[src/rtl/rvb_shifter_issue.sv]
// Issue stage for rvb_shifter: decodes the shifter class, substitutes shamt for immediate forms and
// presents the din_* bundle through a 2-entry skid buffer. Optional macro: RVB_ISSUE_ILLEGAL_EN.
module rvb_shifter_issue #(
  parameter int unsigned XLEN = 32,
  parameter int unsigned SBOP = 0,
  parameter int unsigned BFP  = 0
) (
  input  logic            clock,
  input  logic            reset,
  input  logic            din_valid,
  output logic            din_ready,
  input  logic [31:0]     din_insn,
  input  logic [XLEN-1:0] din_rs1,
  input  logic [XLEN-1:0] din_rs2,
  input  logic [XLEN-1:0] din_rs3,
  output logic            dout_valid,
  input  logic            dout_ready,
  output logic [XLEN-1:0] dout_rs1,
  output logic [XLEN-1:0] dout_rs2,
  output logic [XLEN-1:0] dout_rs3,
  output logic            dout_insn3,
  output logic            dout_insn14,
  output logic            dout_insn26,
  output logic            dout_insn27,
  output logic            dout_insn29,
  output logic            dout_insn30,
  output logic            dout_illegal
);

  localparam int unsigned PW = 3 * XLEN + 6;

  logic [6:0]      opcode;
  logic [2:0]      funct3;
  logic            op_shift;
  logic            sbop;
  logic            legal;
  logic [XLEN-1:0] shamt;
  logic [PW-1:0]   payload;

  logic            accept;
  logic            drain;
  logic            o_valid_q, o_valid_d;
  logic            s_valid_q, s_valid_d;
  logic            ready_q, ready_d;
  logic [PW-1:0]   o_q, o_d;
  logic [PW-1:0]   s_q, s_d;

  logic unused_insn;
  assign unused_insn = ^{din_insn[19:15], din_insn[11:7]};

  always_comb begin
    opcode   = din_insn[6:0];
    funct3   = din_insn[14:12];
    op_shift = (opcode == 7'b0110011) || (opcode == 7'b0010011);
    if (XLEN == 64) begin
      op_shift = op_shift || (opcode == 7'b0111011) || (opcode == 7'b0011011);
    end
    // Single-bit ops carry funct7 bit 2; funnel shifts use bit 26, where bit 27 belongs to rs3.
    sbop  = din_insn[27] && !din_insn[26];
    legal = op_shift && ((funct3 == 3'b001) || (funct3 == 3'b101)) && ((SBOP != 0) || !sbop);
    if ((BFP != 0) && (opcode == 7'b0110011) && (funct3 == 3'b111) &&
        (din_insn[31:25] == 7'b0100100)) begin
      legal = 1'b1;
    end
    shamt      = '0;
    shamt[5:0] = din_insn[25:20];
    if (XLEN == 32) begin
      shamt[5] = 1'b0;
    end
    payload = {din_rs1, (din_insn[5] ? din_rs2 : shamt), din_rs3,
               ((XLEN == 64) && din_insn[3]), din_insn[14], din_insn[26], din_insn[27],
               din_insn[29], din_insn[30]};
  end

  always_comb begin
    accept    = din_valid && ready_q;
    drain     = o_valid_q && dout_ready;
    o_valid_d = o_valid_q;
    s_valid_d = s_valid_q;
    o_d       = o_q;
    s_d       = s_q;
    if (s_valid_q && drain) begin
      o_d       = s_q;
      s_valid_d = 1'b0;
    end else if (accept && legal && (!o_valid_q || dout_ready)) begin
      o_valid_d = 1'b1;
      o_d       = payload;
    end else if (accept && legal) begin
      s_valid_d = 1'b1;
      s_d       = payload;
    end else if (drain) begin
      o_valid_d = 1'b0;
    end
    ready_d = !s_valid_d;
  end

  always_ff @(posedge clock) begin
    if (reset) begin
      o_valid_q <= 1'b0;
      s_valid_q <= 1'b0;
      ready_q   <= 1'b1;
      o_q       <= '0;
      s_q       <= '0;
    end else begin
      o_valid_q <= o_valid_d;
      s_valid_q <= s_valid_d;
      ready_q   <= ready_d;
      o_q       <= o_d;
      s_q       <= s_d;
    end
  end

`ifdef RVB_ISSUE_ILLEGAL_EN
  logic illegal_q, illegal_d;

  always_comb begin
    illegal_d = accept && !legal;
  end

  always_ff @(posedge clock) begin
    if (reset) begin
      illegal_q <= 1'b0;
    end else begin
      illegal_q <= illegal_d;
    end
  end

  assign dout_illegal = illegal_q;
`else
  assign dout_illegal = 1'b0;
`endif

  assign din_ready  = ready_q;
  assign dout_valid = o_valid_q;
  assign {dout_rs1, dout_rs2, dout_rs3, dout_insn3, dout_insn14, dout_insn26, dout_insn27,
          dout_insn29, dout_insn30} = o_q;

endmodule

[config.mk]
export PLATFORM = sky130hd
export DESIGN_NAME = rvb_shifter_issue
export DESIGN_NICKNAME = d
export VERILOG_FILES = /design/src/rtl/rvb_shifter_issue.sv
export SDC_FILE = /design/constraint.sdc
export NUM_CORES = 1
export LEC_CHECK = 0
export BUFFER_PORTS_ARGS = -buffer_cell sky130_fd_sc_hd__buf_2
export CORE_UTILIZATION = 53
export CTS_CLUSTER_SIZE = 24
export DETAILED_ROUTE_END_ITERATION = 12
export GPL_ROUTABILITY_DRIVEN = 0
export PLACE_DENSITY = 0.87
export SLEW_MARGIN = 20
export SYNTH_ARGS = -nofsm -noshare
export SYNTH_HDL_FRONTEND = slang
export SYNTH_SLANG_ARGS = --single-unit
[constraint.sdc]
create_clock -name clock -period 2.9 [get_ports clock]
set_input_delay 0.58 -clock clock [delete_from_list [all_inputs] [get_ports clock]]
set_output_delay 0.58 -clock clock [all_outputs]
set_load 0.005 [all_outputs]
# [Yosys cells after proc, flatten, opt, wreduce, memory -nomap -nowiden]
# Cells that the tools add are included.
[classes] add_sub_neg=0 mul=0 n_div=0 order_cmp=0 eq_ne=5 shift=0 n_mux=9 n_bitwise=2 reduce_logical=19
[ops] operator="$mux W102" n=2
[ops] operator="$mux W32" n=1
[ops] operator="$logic_and A1 B1 Y1" n=8
[ops] operator="$eq A7 B5 Y1 const B" n=1
[ops] operator="$eq A7 B6 Y1 const B" n=1
[ops] operator="$mux W1" n=6
[ops] operator="$reduce_and A3 Y1" n=2
[ops] operator="$logic_not A1 Y1" n=4
[ops] operator="$reduce_bool A2 Y1" n=2
[ops] operator="$eq A3 B1 Y1 const B" n=1
[ops] operator="$eq A3 B3 Y1 const B" n=1
[ops] operator="$logic_or A1 B1 Y1" n=3
[ops] operator="$ne A2 B1 Y1 const B" n=1
[ops] operator="$not A1 Y1" n=2
[word_totals] regBits=206 latchBits=0 ram_bits=0 romBits=0 input_bits=132 out_inout_bits=105 word_cells=40 n_memories=0

# [Longest topological paths before layout]
# Gate-level depths: netlist of the first run.
[depth] depth_word=9 ltp_mapped=8 ltp_nobuf=4

# [Least setup slack after synthesis of the first run]
# OpenSTA, ideal clock, no wires.
[synth_timing] path_kind="input -> register" start="input din_insn[2]" end="register o_q[43]" setup_time_ns=0.124 t_arrival_ns=2.284 required_time_ns=2.776 slack_ns=0.492 path_stages=8 path_buffers=4 cell_sequence="or4b_1 -> buf_2 -> or4_4 -> buf_6 -> buf_6 -> buf_6 -> o211ai_1 -> nand3_1"
[synth_between] elab_chain_len=7 elab_cells_between_ends=8 cone_classes="eq/ne: 2; reduce/logical: 6"
[synth_lines] element="start: declaration" line_no="12" text="input logic [31:0] din_insn,"
[synth_lines] element="$eq A7 B6 Y1 / $eq A7 B5 Y1 (equally long branches)" line_no="54" text="op_shift = (opcode == 7'b0110011) || (opcode == 7'b0010011);"
[synth_lines] element="$logic_or A1 B1 Y1 *" line_no="54"
[synth_lines] element="$logic_and A1 B1 Y1 * (2 in a row)" line_no="60" text="legal = op_shift && ((funct3 == 3'b001) || (funct3 == 3'b101)) && ((SBOP != 0) || !sbop);"
[synth_lines] element="$logic_and A1 B1 Y1 * (2 in a row)" line_no="85" text="end else if (accept && legal && (!o_valid_q || dout_ready)) begin"
[synth_lines] element="$reduce_bool A2 Y1 (no line) *"
[synth_lines] element="end signal: assignment" line_no="102" text="o_q <= '0;"
[synth_lines] element="end signal: assignment" line_no="108" text="o_q <= o_d;"
[synth_lines] element="end: declaration" line_no="45" text="logic [PW-1:0] o_q, o_d;"
# Every way passes the cells marked *; elsewhere a longest branch is shown, timed or not.
# A chain may end at the register's enable or synchronous reset.

# [Worst setup path after layout of the first run]
[layout_timing] start="input din_insn[2]" end="register s_q[83]"
[layout_between] elab_chain_len=8 elab_cells_between_ends=9 cone_classes="eq/ne: 2; bitwise: 1; reduce/logical: 6"
[layout_lines] element="$eq A7 B6 Y1 / $eq A7 B5 Y1 (equally long branches)" line_no="54"
[layout_lines] element="$logic_or A1 B1 Y1 *" line_no="54"
[layout_lines] element="$logic_and A1 B1 Y1 * (2 in a row)" line_no="60"
[layout_lines] element="$logic_and A1 B1 Y1 *" line_no="85, 88"
[layout_lines] element="$logic_and A1 B1 Y1" line_no="85"
[layout_lines] element="$not A1 Y1 (no line)"
[layout_lines] element="$reduce_and A3 Y1 (no line) *"
[layout_lines] element="end signal: assignment" line_no="103" text="s_q <= '0;"
[layout_lines] element="end signal: assignment" line_no="109" text="s_q <= s_d;"
[layout_lines] element="end: declaration" line_no="46" text="logic [PW-1:0] s_q, s_d;"
# Marks and branches as above.

==> summary.txt, run 1 <==
Global route
  • Met2 Track Usage GR: between 40 and 50%
  • First-pass GRT wire length: about 41000 um
  • Grt met1 use: a little over a third
  • GRT overflow: 0
  • Met3 Use GR: between 5 and 6%
  • GRT busiest layer: met2
  • Total GRT Usage: between 20% and 30%
  • Initial antenna violation count: 1
  • Pin count of the biggest net entering global routing: ~110
  • Vias in the first global route: between 8000 and 9000

Logic synthesis
  • Adder-cell share of the synthesized area: 0%
  • Cells after synthesis: approximately 1000
  • Post-Syn Area: ~9000 um2
  • Post-synthesis register bit count: 205
  • Synth Area in Simple Gates: 17.0%
  • Post-synthesis cell type count: 39
  • Post-synth ARST share: 0%
  • Yosys top cell by area: dfxtp_1
  • Proportion of synthesized area in mux cells: ~6.8%
  • Synth Area in XOR/XNOR: 0%
  • Post-synthesis sequential area ratio: 45.4%
  • Ys Warns: 0
  • Synth top area share: between 40% and 50%
  • Number of enable flip-flop cells after synthesis: 0
  • Ys flop type: dfxtp_1
  • Syn avg cell area: around 8.6 um2
  • Largest family of logic cells by synthesized area: compound AO/OA/AOI/OAI gates
  • Top post-synthesis cells by area: dfxtp_1 45%, mux2i_1 6.8%, a21oi_1 6.3%
  • Commonest cells in the netlist: 205 x dfxtp_1, 114 x a21oi_1, 100 x nand3_1, 92 x clkbuf_1, 89 x o21ai_0
  • Most frequent cell after synthesis: dfxtp_1
  • Synth Area in Compound Gates: 24.6%

Timing
  • Peak Freq: between 0.4 and 0.5 GHz
  • Setup repair after global routing missed its margin: false
  • Final period utilization: 77.4%
  • Max Slew Vio Count: 0
  • Slew @ Worst Pin: approximately 640 ps
  • Hold Vio Cnt, Final: 0
  • Min Clock Period, post-route: 2250 ps
  • Setup Skew: about 14 ps
  • Setup TNS: 0 ps
  • # setup viols final: 0
  • Slew margin rel.: 57.3%

Hold path
  • Min-Delay Path Class: primary input to register
  • WHS Endpoint: s_q[16]
  • Worst Hold Path Cells: 3
  • HP Start: din_rs3[10]

Critical path
  • Worst path required time: between 3000 and 4000 ps
  • Setup crit end kind: register
  • Arr. time, crit path: between 2000 and 3000 ps
  • Crit Path Class: primary input to register
  • R2r setup slk: between 600 and 700 ps
  • R2R depth: 5
  • FF-to-FF End: s_q[83]
  • CP Max Fanout: 53
  • Critical path startpoint category: primary input
  • Worst r2r src: din_ready

Run
  • Number of max-cap violations: 0

Floorplanning
  • Starting Density: ~54%
  • Die width: around 130 um
  • Row count: 47
  • Core area: around 17000 um2
  • Die ar.: between 15000 and 20000 um2
  • Io pins: approximately 240
  • Die H: roughly 130 um

Clock network
  • Worst-path clk slew: roughly 60 ps
  • H-tree Lvls: 1
  • Clock buffer depth: 3
  • Root Driver: clkbuf_16
  • Post_cts resized: 0
  • Clock insertion delay at the later pin of the skew report: approximately 500 ps
  • Clk sink count: slightly above 200
  • CTS buffer count: 21
  • Post-CTS Hold Buffers: 0
  • Post-CTS Setup Repair Bufs: 0
  • CTS tree: done

Finish
  • Number of fill cells: about 1300
  • Area Growth Syn to Fin: 21.7%
  • Layout cell share with drive strength beyond 1: about a quarter
  • Final Non-Filler Cells: 1431
  • Area of the multi-input gates: ~4400 um2
  • Nets: 1329
  • Flip-flop and latch area: between 4000 and 5000 um2

Routing
  • DRT Wirelength: approximately 26000 um
  • Vias: about 9000
  • Drt drc: 0
  • Final ANT Viol Nets: 0
  • Drt wl/cell: ~18 um
  • TritonRoute pass-1 iters: 7
  • Via-per-instance ratio: between 6 and 7
  • DR iter-0 viols: around 700

Power and ir drop
  • Worst VDD drop: around 0.6 mV
  • Pwr/cell area: 526 nW/um2
  • Leakage power: about 4.6 nW

Placed design
  • HPWL Detailed: about 15000 um
  • Port Buffer Count: approximately 220
  • Placed Cells: about 1400

Outcome
  • Outcome: finished clean
-- placed cells by master, fill, tap and decap left out, types with 15 or more instances in the layout --
cell and n:
nand4_1 45, nand3_1 99, buf_4 20, o21ai_0 89, o211ai_2 20, clkbuf_16 21, o21ai_1 57, a211oi_1 56
mux2i_1 61, dfxtp_1 205, nand2b_1 19, a21oi_1 114, buf_2 220, nor2_1 15, nor2b_1 30, nand2_1 59
-- metrics by stage --
step | utilization [%] | area, um2 | hold WS (ps) | total power, mW | worst slack (ps)
after detailed placement | 61.9 | 10300 | 465 | 3.13 | 187
final | 66.1 | 11000 | 338 | 5.78 | 654
after CTS | 66.0 | 11000 | 325 | 5.82 | 703
after global placement | 61.9 | 10300 | 459 | 3.12 | 310
after floorplan | - | 9040 | 449 | 2.99 | 492
after global routing | 66.1 | 11000 | 337 | 5.95 | 590
-- how the worst max path moves through the flow --
stage / cells past startpoint / from / slack, ps / endpoint
finish: 6 / din_insn[2] / 650 / s_q[83]
global route: 4 / dout_valid / 590 / o_q[79]
CTS: 6 / din_insn[2] / 700 / s_q[83]
detailed placement: 6 / din_insn[2] / 190 / s_q[83]
global placement: 6 / din_insn[2] / 310 / s_q[84]
floorplan: 8 / din_insn[2] / 490 / o_q[43]
-- logic make-up (layout without fill, tap and decap cells) --
family | Yosys count | after routing
flip-flops | 205 | 205
buffers and inverters | 128 | 288
AO/OA/AOI/OAI | 365 | 365
other | 1 | 3
multiplexers | 61 | 61
AND/OR/NAND/NOR | 289 | 289
-- flip-flops by register name (all words and copies together) (netlist names) --
| signal | cells |
|---|---|
| o_q | 101 |
| s_q | 101 |
| din_ready | 1 |
| dout_valid | 1 |
| s_valid_q | 1 |
-- per-layer routing --
layer | routed length, um | vias to the layer above
li1 | - | 4119
met1 | 10700 | 4145
met2 | 12300 | 411
met3 | 1860 | 67
met4 | 751 | 0
met5 | 0 | -
-- worst max-delay path, stage by stage --
cell	delay, ps
buf_2	100
or4b_1	610
or4_4	520
buf_4	320
o21ai_0	300
a21oi_1	110
-- area by class of cell --
class / instances / area share [%]
Timing Repair Buffer: 251 / 13.3
Clock buffer: 32 / 5.88
Sequential cell: 205 / 37.3
Multi-Input combinational cell: 717 / 40.5
Clock inverter: 4 / 0.444
Inverter: 1 / 0.0341
Tap cell: 220 / 2.50
Antenna cell: 1 / 0.0228
-- power breakdown --
| group | internal, mW | switching, mW |
|---|---|---|
| Clock | 1.62 | 1.10 |
| Combinational | 0.0987 | 0.151 |
| Sequential | 2.82 | 0.00108 |
Power figures use the tool's default switching activity.
==> run 2: changes to the inputs <==
- CORE_UTILIZATION: 53 -> 48
- PLACE_DENSITY: 0.87 -> 0.84
- clock period: 2.9 -> 2 ns (I/O delays scaled with it)
==> run 2 against run 1 <==
The run now ends with DRC left. Clock power grew 69%. Register-to-register slack lost 500 ps. Clock skew is essentially flat. Sequential share of layout area shrank 1.4 points. Routed wire length shrank 0.12%. Largest power group is now the clock network. Highest routed layer unchanged. Power grew 57%. Combinational power grew 55%. Via count shrank 1.1%. Flip-flop and latch count is the same. Cell count grew 2.4%. Die area grew 10%. Sequential power grew 45%.
==> summary.txt, run 2 (synthesis gave the netlist of run 1 again) <==
Critical path
  • Critical path startpoint category: register
  • Crit Path Class: register to register
  • Worst path required time: approximately 2400 ps
  • CP Max Fanout: 18
  • Arr. time, crit path: roughly 2200 ps
  • Setup crit end kind: register
  • R2r setup slk: roughly 180 ps

Placed design
  • Placed Cells: roughly 1400
  • Port Buffer Count: about 220
  • Dpl ws: -306 ps
  • Dpl cell area: between 10000 and 15000 um2
  • HPWL Detailed: about 16000 um

Finish
  • Regs by FF count: o_q: 101 flops, s_q: 101 flops
  • Final non-filler cell area: about 11000 um2
  • Nets: approximately 1400
  • Commonest non-fill, non-tap cells in the layout: 220 x buf_2, 205 x dfxtp_1, 114 x a21oi_1
  • Number of fill cells: ~1500
  • Layout cell share with drive strength beyond 1: about 29%
  • Most common cell after layout, fill and taps aside: buf_2
  • Area Growth Syn to Fin: 26.5%
  • Final Non-Filler Cells: 1466

Timing
  • Peak Freq: 0.548 GHz
  • Min Clock Period, post-route: between 1500 and 2000 ps
  • Setup Skew: about 15 ps
  • Setup repair after global routing missed its margin: false
  • Final period utilization: between 90 and 100%
  • Hold Vio Cnt, Final: 0
  • PnR worst setup slack: around 180 ps
  • Max Slew Vio Count: 0
  • # setup viols final: 0

Power and ir drop
  • Pwr/cell area: roughly 790 nW/um2
  • Switching share of total power: between 20% and 30%
  • Flop pwr share: 45.1%
  • Switch Pwr: between 1.5 and 2 mW
  • Leakage power: roughly 4.9 nW
  • Clock power share: approximately half
  • Worst VDD drop: ~0.57 mV
  • Power Internal: about 7 mW
  • Combinational share of power: 4.3%

Clock network
  • Post-CTS Setup Repair Bufs: 0
  • CTS tree: done
  • Post_cts resized: 0
  • Worst-path clk slew: 70 ps
  • Clock insertion delay at the later pin of the skew report: approximately 500 ps
  • Clock buffer depth: 3
  • Root Driver: clkbuf_16
  • H-tree Lvls: 1
  • CTS buffer count: 22
  • Post-CTS Hold Buffers: 0
  • Clk sink count: a little over 200

Global route
  • Vias in the first global route: roughly 8100
  • GRT overflow: 0
  • First-pass GRT wire length: between 40000 and 50000 um
  • Pin count of the biggest net entering global routing: 90
  • Initial antenna violation count: 3
  • Total GRT Usage: about a quarter

Floorplanning
  • Die H: 139 um
  • Starting Density: ~50%
  • Row count: 49
  • Die ar.: slightly below 20000 um2
  • Io pins: roughly 240
  • Core area: between 15000 and 20000 um2
  • Die width: 139 um

Routing
  • DR iter-0 viols: 679
  • Via-per-instance ratio: around 6
  • Drt drc: 13
  • DRT Wirelength: about 26000 um
  • TritonRoute pass-1 iters: 9
  • Final ANT Viol Nets: 0
  • Drt wl/cell: 17.4 um
  • Vias: about 8600

Outcome
  • Failing checks: DRC
  • Outcome: finished, violations left

Run
  • Number of max-cap violations: 0

Hold path
  • Min-Delay Path Class: primary input to register
run 2: cell count changes in the layout (fill, tap and decap cells not counted), moves of 2 or more:
cell / previous run / this run
clkbuf_16: 21 / 23
bufinv_16: 1 / 5
a211oi_1: 56 / 46
diode_2: 1 / 3
clkinv_4: 0 / 2
clkbuf_1: 3 / 1
buf_12: 10 / 16
a211oi_2: 0 / 10
clkbuf_8: 8 / 5
buf_4: 20 / 35
run 2: per-layer routing:
metal | wire length [um] | vias to the layer above | share of wire, % | global-route usage [%]
met5 | 0 | - | 0 | 0
met4 | 896 | 0 | 3.5 | 11.6
met3 | 1420 | 59 | 5.6 | 4.39
met2 | 11900 | 300 | 47 | 41.3
met1 | 11300 | 4108 | 44 | 33.4
li1 | - | 4175 | - | -
run 2: area by class of cell:
cell class | count | area [um2] | share of cell area, %
multi-input combinational | 717 | 4500 | 39.4
sequential | 205 | 4100 | 35.9
timing repair buffer | 272 | 1700 | 14.8
clock buffer | 29 | 648 | 5.67
tap | 229 | 287 | 2.51
clock inverter | 10 | 183 | 1.60
antenna | 3 | 7.51 | 0.0657
inverter | 1 | 3.75 | 0.0328
run 2: worst paths after layout:
path | start | endpoint | depth (start not counted)
worst max-delay path | din_ready | o_q[11] | 6
worst min-delay path | din_rs2[24] | s_q[62] | 3
worst max register to register | din_ready | o_q[11] | 6
worst min register to register | s_q[92] | s_q[92] | 2
run 2: power by group through the flow:
stage	Combinational [mW]	Clock [mW]	Sequential [mW]
6_report	0.387	4.59	4.09
5_1_grt	0.414	4.80	4.08
4_1_cts	0.382	4.66	4.09
3_5_place_dp	0.379	0	4.18
3_3_place_gp	0.375	0	4.18
2_1_floorplan	0.168	0	4.18
run 2: per-stage QoR:
| step | hold slack [ps] | power (mW) | util, % | setup TNS, ps |
|---|---|---|---|---|
| floorplan | 449 | 4.35 | - | -22880 |
| finish | 143 | 9.07 | 62.8 | 0 |
| detailed placement | 462 | 4.56 | 58.2 | -46670 |
| global route | 136 | 9.30 | 62.8 | 0 |
| global placement | 456 | 4.55 | 58.2 | -43070 |
| CTS | 128 | 9.13 | 62.7 | 0 |
run 2: critical path, cell delays in order (launching register included):
cell and delay (ps):
dfxtp_1 330, nand2_1 90, buf_4 180, o41ai_4 460
buf_4 310, a21oi_1 100, a211oi_1 240
